File: src/rtl/cla_addsub_serial_pkg.sv
// Shared types and constants for the digit-serial CLA adder/subtractor.
package cla_pkg;

  typedef enum logic [1:0] {
    IDLE = 2'd0,
    RUN  = 2'd1,
    DONE = 2'd2
  } state_t;

  localparam int DEFAULT_WIDTH = 16;
  localparam int DEFAULT_GROUP = 4;

  // Counter width for n slices: ceil(log2(n)), never less than one bit.
  function automatic int cnt_width(input int n);
    int w;
    w = 1;
    while ((1 << w) < n) begin
      w = w + 1;
    end
    return w;
  endfunction

endpackage

File: src/rtl/cla_addsub_serial_if.sv
// Operand/result handshake bundle between a requester and cla_addsub_serial.
interface cla_addsub_serial_if
  import cla_pkg::*;
#(
  parameter int WIDTH = DEFAULT_WIDTH
);

  logic             in_valid;
  logic             in_ready;
  logic [WIDTH-1:0] a;
  logic [WIDTH-1:0] b;
  logic             sub;
  logic             out_valid;
  logic             out_ready;
  logic [WIDTH-1:0] res;
  logic             cout;
  logic             ovf;
  logic             zero;

  modport master (
    output in_valid, a, b, sub, out_ready,
    input  in_ready, out_valid, res, cout, ovf, zero
  );

  modport slave (
    input  in_valid, a, b, sub, out_ready,
    output in_ready, out_valid, res, cout, ovf, zero
  );

endinterface

File: src/rtl/cla_addsub_serial_group.sv
// Combinational GROUP-bit carry-lookahead slice; every carry is a flat
// sum-of-products of generate/propagate terms rather than a ripple chain.
module cla_group
  import cla_pkg::*;
#(
  parameter int GROUP = DEFAULT_GROUP
) (
  input  logic [GROUP-1:0] a,
  input  logic [GROUP-1:0] b,
  input  logic             cin,
  output logic [GROUP-1:0] sum,
  output logic             cout,
  output logic             c_msb_in
);

  logic [GROUP-1:0] g;
  logic [GROUP-1:0] p;
  logic [GROUP:0]   carry;

  assign g        = a & b;
  assign p        = a ^ b;
  assign carry[0] = cin;

  genvar gi, gj;
  generate
    for (gi = 0; gi < GROUP; gi++) begin : g_carry
      logic [gi:0] terms;
      for (gj = 0; gj <= gi; gj++) begin : g_term
        if (gj == gi) begin : g_self
          assign terms[gj] = g[gj];
        end else begin : g_chain
          assign terms[gj] = g[gj] & (&p[gi:gj+1]);
        end
      end
      assign carry[gi+1] = (|terms) | (cin & (&p[gi:0]));
    end
  endgenerate

  assign sum      = p ^ carry[GROUP-1:0];
  assign cout     = carry[GROUP];
  assign c_msb_in = carry[GROUP-1];

endmodule

File: src/rtl/cla_addsub_serial.sv
// Digit-serial adder/subtractor: one CLA slice reused NUM_GROUPS times, with
// the inter-slice carry held in a register and flags captured on the last slice.
module cla_addsub_serial
  import cla_pkg::*;
#(
  parameter int WIDTH = DEFAULT_WIDTH,
  parameter int GROUP = DEFAULT_GROUP
) (
  input  logic                clk,
  input  logic                rst_n,
  cla_addsub_serial_if.slave  bus
);

  localparam int NUM_GROUPS = (GROUP >= 1) ? (WIDTH / GROUP) : 1;
  localparam int CNT_W      = cnt_width(NUM_GROUPS);
  localparam logic [CNT_W-1:0] LAST_CNT = CNT_W'(NUM_GROUPS - 1);

  generate
    if (GROUP < 1) begin : g_bad_group
      $fatal(1, "cla_addsub_serial: GROUP must be at least 1");
    end else if ((WIDTH % GROUP) != 0) begin : g_bad_width
      $fatal(1, "cla_addsub_serial: WIDTH must be a multiple of GROUP");
    end
  endgenerate

  state_t           state_reg, state_next;
  logic [CNT_W-1:0] cnt_reg, cnt_next;
  logic             carry_reg, carry_next;
  logic [WIDTH-1:0] a_reg, a_next;
  logic [WIDTH-1:0] b_reg, b_next;
  logic             sub_reg, sub_next;
  logic [WIDTH-1:0] res_reg, res_next;
  logic             cout_reg, cout_next;
  logic             ovf_reg, ovf_next;
  logic             zero_reg, zero_next;

  logic [GROUP-1:0] slice_sum;
  logic             slice_cout;
  logic             slice_c_msb;
  logic [WIDTH-1:0] res_shifted;

  // Operands shift right each cycle so the active slice is always the low GROUP bits.
  cla_group #(
    .GROUP (GROUP)
  ) u_group (
    .a        (a_reg[GROUP-1:0]),
    .b        (b_reg[GROUP-1:0]),
    .cin      (carry_reg),
    .sum      (slice_sum),
    .cout     (slice_cout),
    .c_msb_in (slice_c_msb)
  );

  // Results enter from the top; after NUM_GROUPS shifts slice 0 sits at bit 0.
  assign res_shifted = (res_reg >> GROUP) | (WIDTH'(slice_sum) << (WIDTH - GROUP));

  always_comb begin
    state_next = state_reg;
    cnt_next   = cnt_reg;
    carry_next = carry_reg;
    a_next     = a_reg;
    b_next     = b_reg;
    sub_next   = sub_reg;
    res_next   = res_reg;
    cout_next  = cout_reg;
    ovf_next   = ovf_reg;
    zero_next  = zero_reg;

    case (state_reg)
      IDLE: begin
        if (bus.in_valid) begin
          a_next     = bus.a;
          b_next     = bus.sub ? ~bus.b : bus.b;
          sub_next   = bus.sub;
          cnt_next   = '0;
          carry_next = bus.sub;
          state_next = RUN;
        end
      end
      RUN: begin
        a_next     = a_reg >> GROUP;
        b_next     = b_reg >> GROUP;
        carry_next = slice_cout;
        res_next   = res_shifted;
        if (cnt_reg == LAST_CNT) begin
          cout_next  = slice_cout ^ sub_reg;
          ovf_next   = slice_c_msb ^ slice_cout;
          zero_next  = (res_shifted == '0);
          state_next = DONE;
        end else begin
          cnt_next = cnt_reg + 1'b1;
        end
      end
      DONE: begin
        if (bus.out_ready) begin
          state_next = IDLE;
        end
      end
      default: begin
        state_next = IDLE;
      end
    endcase
  end

  always_ff @(posedge clk or negedge rst_n) begin
    if (!rst_n) begin
      state_reg <= IDLE;
      cnt_reg   <= '0;
      carry_reg <= 1'b0;
      a_reg     <= '0;
      b_reg     <= '0;
      sub_reg   <= 1'b0;
      res_reg   <= '0;
      cout_reg  <= 1'b0;
      ovf_reg   <= 1'b0;
      zero_reg  <= 1'b0;
    end else begin
      state_reg <= state_next;
      cnt_reg   <= cnt_next;
      carry_reg <= carry_next;
      a_reg     <= a_next;
      b_reg     <= b_next;
      sub_reg   <= sub_next;
      res_reg   <= res_next;
      cout_reg  <= cout_next;
      ovf_reg   <= ovf_next;
      zero_reg  <= zero_next;
    end
  end

  assign bus.in_ready  = (state_reg == IDLE);
  assign bus.out_valid = (state_reg == DONE);
  assign bus.res       = res_reg;
  assign bus.cout      = cout_reg;
  assign bus.ovf       = ovf_reg;
  assign bus.zero      = zero_reg;

endmodule

File: src/flat_wrapper.sv
// flat-port wrapper written by rule: the top's interface ports become plain ports
module cla_addsub_serial_flat import cla_pkg::*;
#(
  parameter int WIDTH = DEFAULT_WIDTH,
  parameter int GROUP = DEFAULT_GROUP
)
  (clk, rst_n, bus_in_valid, bus_a, bus_b, bus_sub, bus_out_ready, bus_in_ready, bus_out_valid, bus_res, bus_cout, bus_ovf, bus_zero);
  cla_addsub_serial_if #(.WIDTH(WIDTH)) bus_i ();
  input  logic clk;
  input  logic rst_n;
  input wire logic [$bits(bus_i.in_valid)-1:0] bus_in_valid;
  input wire logic [$bits(bus_i.a)-1:0] bus_a;
  input wire logic [$bits(bus_i.b)-1:0] bus_b;
  input wire logic [$bits(bus_i.sub)-1:0] bus_sub;
  input wire logic [$bits(bus_i.out_ready)-1:0] bus_out_ready;
  output wire logic [$bits(bus_i.in_ready)-1:0] bus_in_ready;
  output wire logic [$bits(bus_i.out_valid)-1:0] bus_out_valid;
  output wire logic [$bits(bus_i.res)-1:0] bus_res;
  output wire logic [$bits(bus_i.cout)-1:0] bus_cout;
  output wire logic [$bits(bus_i.ovf)-1:0] bus_ovf;
  output wire logic [$bits(bus_i.zero)-1:0] bus_zero;
  assign bus_i.in_valid = bus_in_valid;
  assign bus_i.a = bus_a;
  assign bus_i.b = bus_b;
  assign bus_i.sub = bus_sub;
  assign bus_i.out_ready = bus_out_ready;
  assign bus_in_ready = bus_i.in_ready;
  assign bus_out_valid = bus_i.out_valid;
  assign bus_res = bus_i.res;
  assign bus_cout = bus_i.cout;
  assign bus_ovf = bus_i.ovf;
  assign bus_zero = bus_i.zero;
  cla_addsub_serial #(.WIDTH(WIDTH), .GROUP(GROUP)) u_core (.clk(clk), .rst_n(rst_n), .bus(bus_i));
endmodule
File: config.mk
export PLATFORM = sky130hd
export DESIGN_NAME = cla_addsub_serial_flat
export DESIGN_NICKNAME = d
export VERILOG_FILES = /design/src/rtl/cla_addsub_serial_pkg.sv /design/src/rtl/cla_addsub_serial_if.sv /design/src/rtl/cla_addsub_serial_group.sv /design/src/rtl/cla_addsub_serial.sv /design/src/flat_wrapper.sv
export SDC_FILE = /design/constraint.sdc
export NUM_CORES = 1
export LEC_CHECK = 0
export BUFFER_PORTS_ARGS = -buffer_cell sky130_fd_sc_hd__buf_4
export CORE_MARGIN = 2
export CORE_UTILIZATION = 30
export CTS_CLUSTER_DIAMETER = 30
export DETAILED_ROUTE_END_ITERATION = 10
export GPL_TIMING_DRIVEN = 0
export PLACE_DENSITY = 0.55
export SETUP_SLACK_MARGIN = 0.5
export SYNTH_ARGS = -nofsm -noshare
export SYNTH_HDL_FRONTEND = slang
export SYNTH_SLANG_ARGS = --single-unit
File: constraint.sdc
create_clock -name clk -period 2.2 [get_ports clk]
set_input_delay 0 -clock clk [delete_from_list [all_inputs] [get_ports clk]]
set_output_delay 0 -clock clk [all_outputs]
set_load 0.05 [all_outputs]
==> flow_summary.toml <==
[run_status]
outcome = "finished clean"

[flow_run]
drv_cap = 0

[detailed_routing]
drt-pass1-iter-count = 4
num_vias = 2532
wl_per_cell_um = 13.9
drtAntennaViolNets = 0
drc = 0
wl_um = 7560
drt_iter0_markers = 100
vias_per_cell = 4.65

[cells_and_area]
drive_above_1_share_pct = 25.5
utilization_pct = 41.7
nNetsFinal = 450
antenna_cells = 0
area_growth_pct = 34.4

[sta]
slew_headroom_pct = 50.0
hold_ws_ns = 0.0271
hold_violations = 0
fin_tns_setup_ns = 0
fmax_ghz = 0.600
fin_crit_ns = 1.67
skew_ns = 0.00878
drv_slew = 0
post-route-period-util_pct = 75.8
rsz0062_at_grt = "no"
worst_pin_slew_ns = 0.750
setup_viol = 0

[synth]
postSynth.asyncResetShare_pct = 100
synth_edf_count = 0
post_synth.cell_area_avg_um2 = 9.41
synth_fp_nets = 365
synth_top_area_share_pct = 47.1
ys.flop_type = "dfrtp_1"
ys_seq_elements = 57
yosysSeqAreaShare_pct = 47.1
yosysTopAreaCell = "dfrtp_1"
ys_warn_count = 0
syn_area_um2 = 3030
syn-instance-count = 322
synth_cell_types = 37
synth_area_leaders = "dfrtp_1 (47%), nand2_1 (8.2%), o21ai_0 (6.3%)"

[place]
place.gp.congestion = 0.831
io_buffers = 56
hpwl_um = 5110

[grt]
grt_use_met2_pct = 23.6
track_usage_pct = 14.4
grt_max_degree = 58
grt_pass1_wl_um = 12500
busiest_layer = "met2"
overflow = 0
grt_use_met3_pct = 3.95
grt_pass1_vias = 2588
grt_use_met1_pct = 18.3
antenna_found_initial = 0

[die]
dieArea_um2 = 10900
core_area_um2 = 9770
die_x_um = 105
die_h_um = 105
pin_count = 58
initial_utilization_pct = 31.0
rows = 36

[worst_setup_path]
path_class = "flip-flop to flip-flop"
timing.rr.end = "u_core.bus.zero$_DFFE_PN0P_"
worstPathArrival_ns = 1.89
cp_max_fo = 4
critical_path.cell_chain = "ha_1 > o21ai_0 > o21bai_2 > xnor2_1 > a32o_1"
rr_worst_depth = 5
crit_path_end_kind = "flip-flop"
slowest_stage = "dfrtp_1"
start_kind = "flip-flop"
reg2reg_slack_ns = 0.53
worstReg2RegStart = "u_core.b_reg[1]$_DFFE_PN0P_"
slowest_delay_ns = 0.41
required_ns = 2.42

[cts]
clk_path_buf_depth = 2
path_clk_slew_ns = 0.07
cts_sinks = 57
post-cts-setup-buffer-count = 0
cts_buffers = 9
cts_tree = "done"
clk_latency_ns = 0.34
root_buffer = "clkbuf_8"
htree_levels = 3

[min_path]
hold_depth = 4
hold_start = "bus_b[5]"
hold_class = "primary input to flip-flop"
holdPathEnd = "u_core.b_reg[5]$_DFFE_PN0P_"

[power_and_ir_drop]
leakagePower_nw = 1.94
irDropWorstVdd_mv = 0.593
powerDensity_nw_per_um2 = 1470
repair_timing:
action | in CTS | in global routing
pin swaps | 0 | 2
endpoints found under the hold margin | 74 | 0
hold buffers | 18 | 0
gates resized for setup | 1 | 5
endpoints found under the setup margin | 2 | 7
per-layer routing:
layer / wire, um / vias to the layer above / part of all wire [%]
met1: 3550 / 1196 / 47
met2: 3520 / 74 / 46
met3: 402 / 11 / 5.3
li1: - / 1251 / -
met4: 90 / 0 / 1.2
met5: 0 / - / 0
cell usage in the layout, fill, tap and decap left out, types with 4 or more instances in the layout:
cell	instances
nand2_1	66
a21oi_1	24
nor2b_1	20
clkbuf_8	10
buf_4	69
xor2_1	16
dfrtp_1	57
dlygate4sd3_1	18
inv_1	5
buf_2	7
nor2_1	6
a22oi_1	11
clkbuf_1	8
mux2i_1	13
ha_1	4
o21ai_0	38
worst max path at each step:
stage / start / to / slack, ns / depth (start not counted)
after floorplan: u_core.b_reg[0]$_DFFE_PN0P_ / u_core.bus.zero$_DFFE_PN0P_ / 0.61 / 5
after global placement: u_core.a_reg[0]$_DFFE_PN0P_ / u_core.bus.zero$_DFFE_PN0P_ / 0.47 / 5
after detailed placement: u_core.a_reg[0]$_DFFE_PN0P_ / u_core.bus.zero$_DFFE_PN0P_ / 0.45 / 5
after CTS: u_core.a_reg[0]$_DFFE_PN0P_ / u_core.bus.zero$_DFFE_PN0P_ / 0.52 / 5
after global routing: u_core.b_reg[1]$_DFFE_PN0P_ / u_core.bus.zero$_DFFE_PN0P_ / 0.47 / 5
final: u_core.b_reg[1]$_DFFE_PN0P_ / u_core.bus.zero$_DFFE_PN0P_ / 0.53 / 5
report_power, final:
group / internal [mW] / switching [mW]
Clock: 0.782 / 0.444
Combinational: 1.19 / 1.76
Sequential: 1.47 / 0.327
cell usage after synthesis, types with 3 or more instances:
cell,count
a21oi_1,24
a22oi_1,11
nand2_1,66
nand2b_1,3
nor2b_1,20
xnor2_1,3
buf_2,8
inv_1,5
ha_1,5
dfrtp_1,57
clkbuf_1,7
nor2_1,6
o21ai_0,38
buf_4,13
mux2i_1,13
xor2_1,16
final cells by class:
type	count	area (um^2)
Fill cell	992	5700
Inverter	5	18.8
Clock buffer	11	141
Tap cell	133	166
Clock inverter	5	103
Sequential cell	57	1430
Timing Repair Buffer	74	601
Buffer	32	214
Multi-Input combinational cell	228	1400
worst max-delay path, delay by kind of cell (launching register included):
family | cells | cell delay [ns]
AOI/OAI and AO/OA | 3 | 0.62
adders and majority gates | 1 | 0.36
xor gates and xnor gates | 1 | 0.16
DFF | 1 | 0.41
cell families after synthesis:
family / synth area share [%]
simple gates: 16.5
compound gates: 16.0
flops: 47.1
buf+inv: 7.56
xor+xnor: 5.49
mux: 4.67
fa+ha+maj: 2.73
through the flow:
| stage | instance area (um^2) | power [mW] | worst slack (ns) | cells |
|---|---|---|---|---|
| 4_1_cts | 4050 | 5.98 | 0.517 | 545 |
| 5_1_grt | 4070 | 6.39 | 0.467 | 545 |
| 2_1_floorplan | 3030 | 3.90 | 0.615 | 322 |
| 3_3_place_gp | 3620 | 4.64 | 0.472 | 511 |
| 3_5_place_dp | 3620 | 4.71 | 0.446 | 511 |
| 6_report | 4070 | 5.97 | 0.533 | 545 |
No activity file was read; power rests on OpenSTA's default activity.
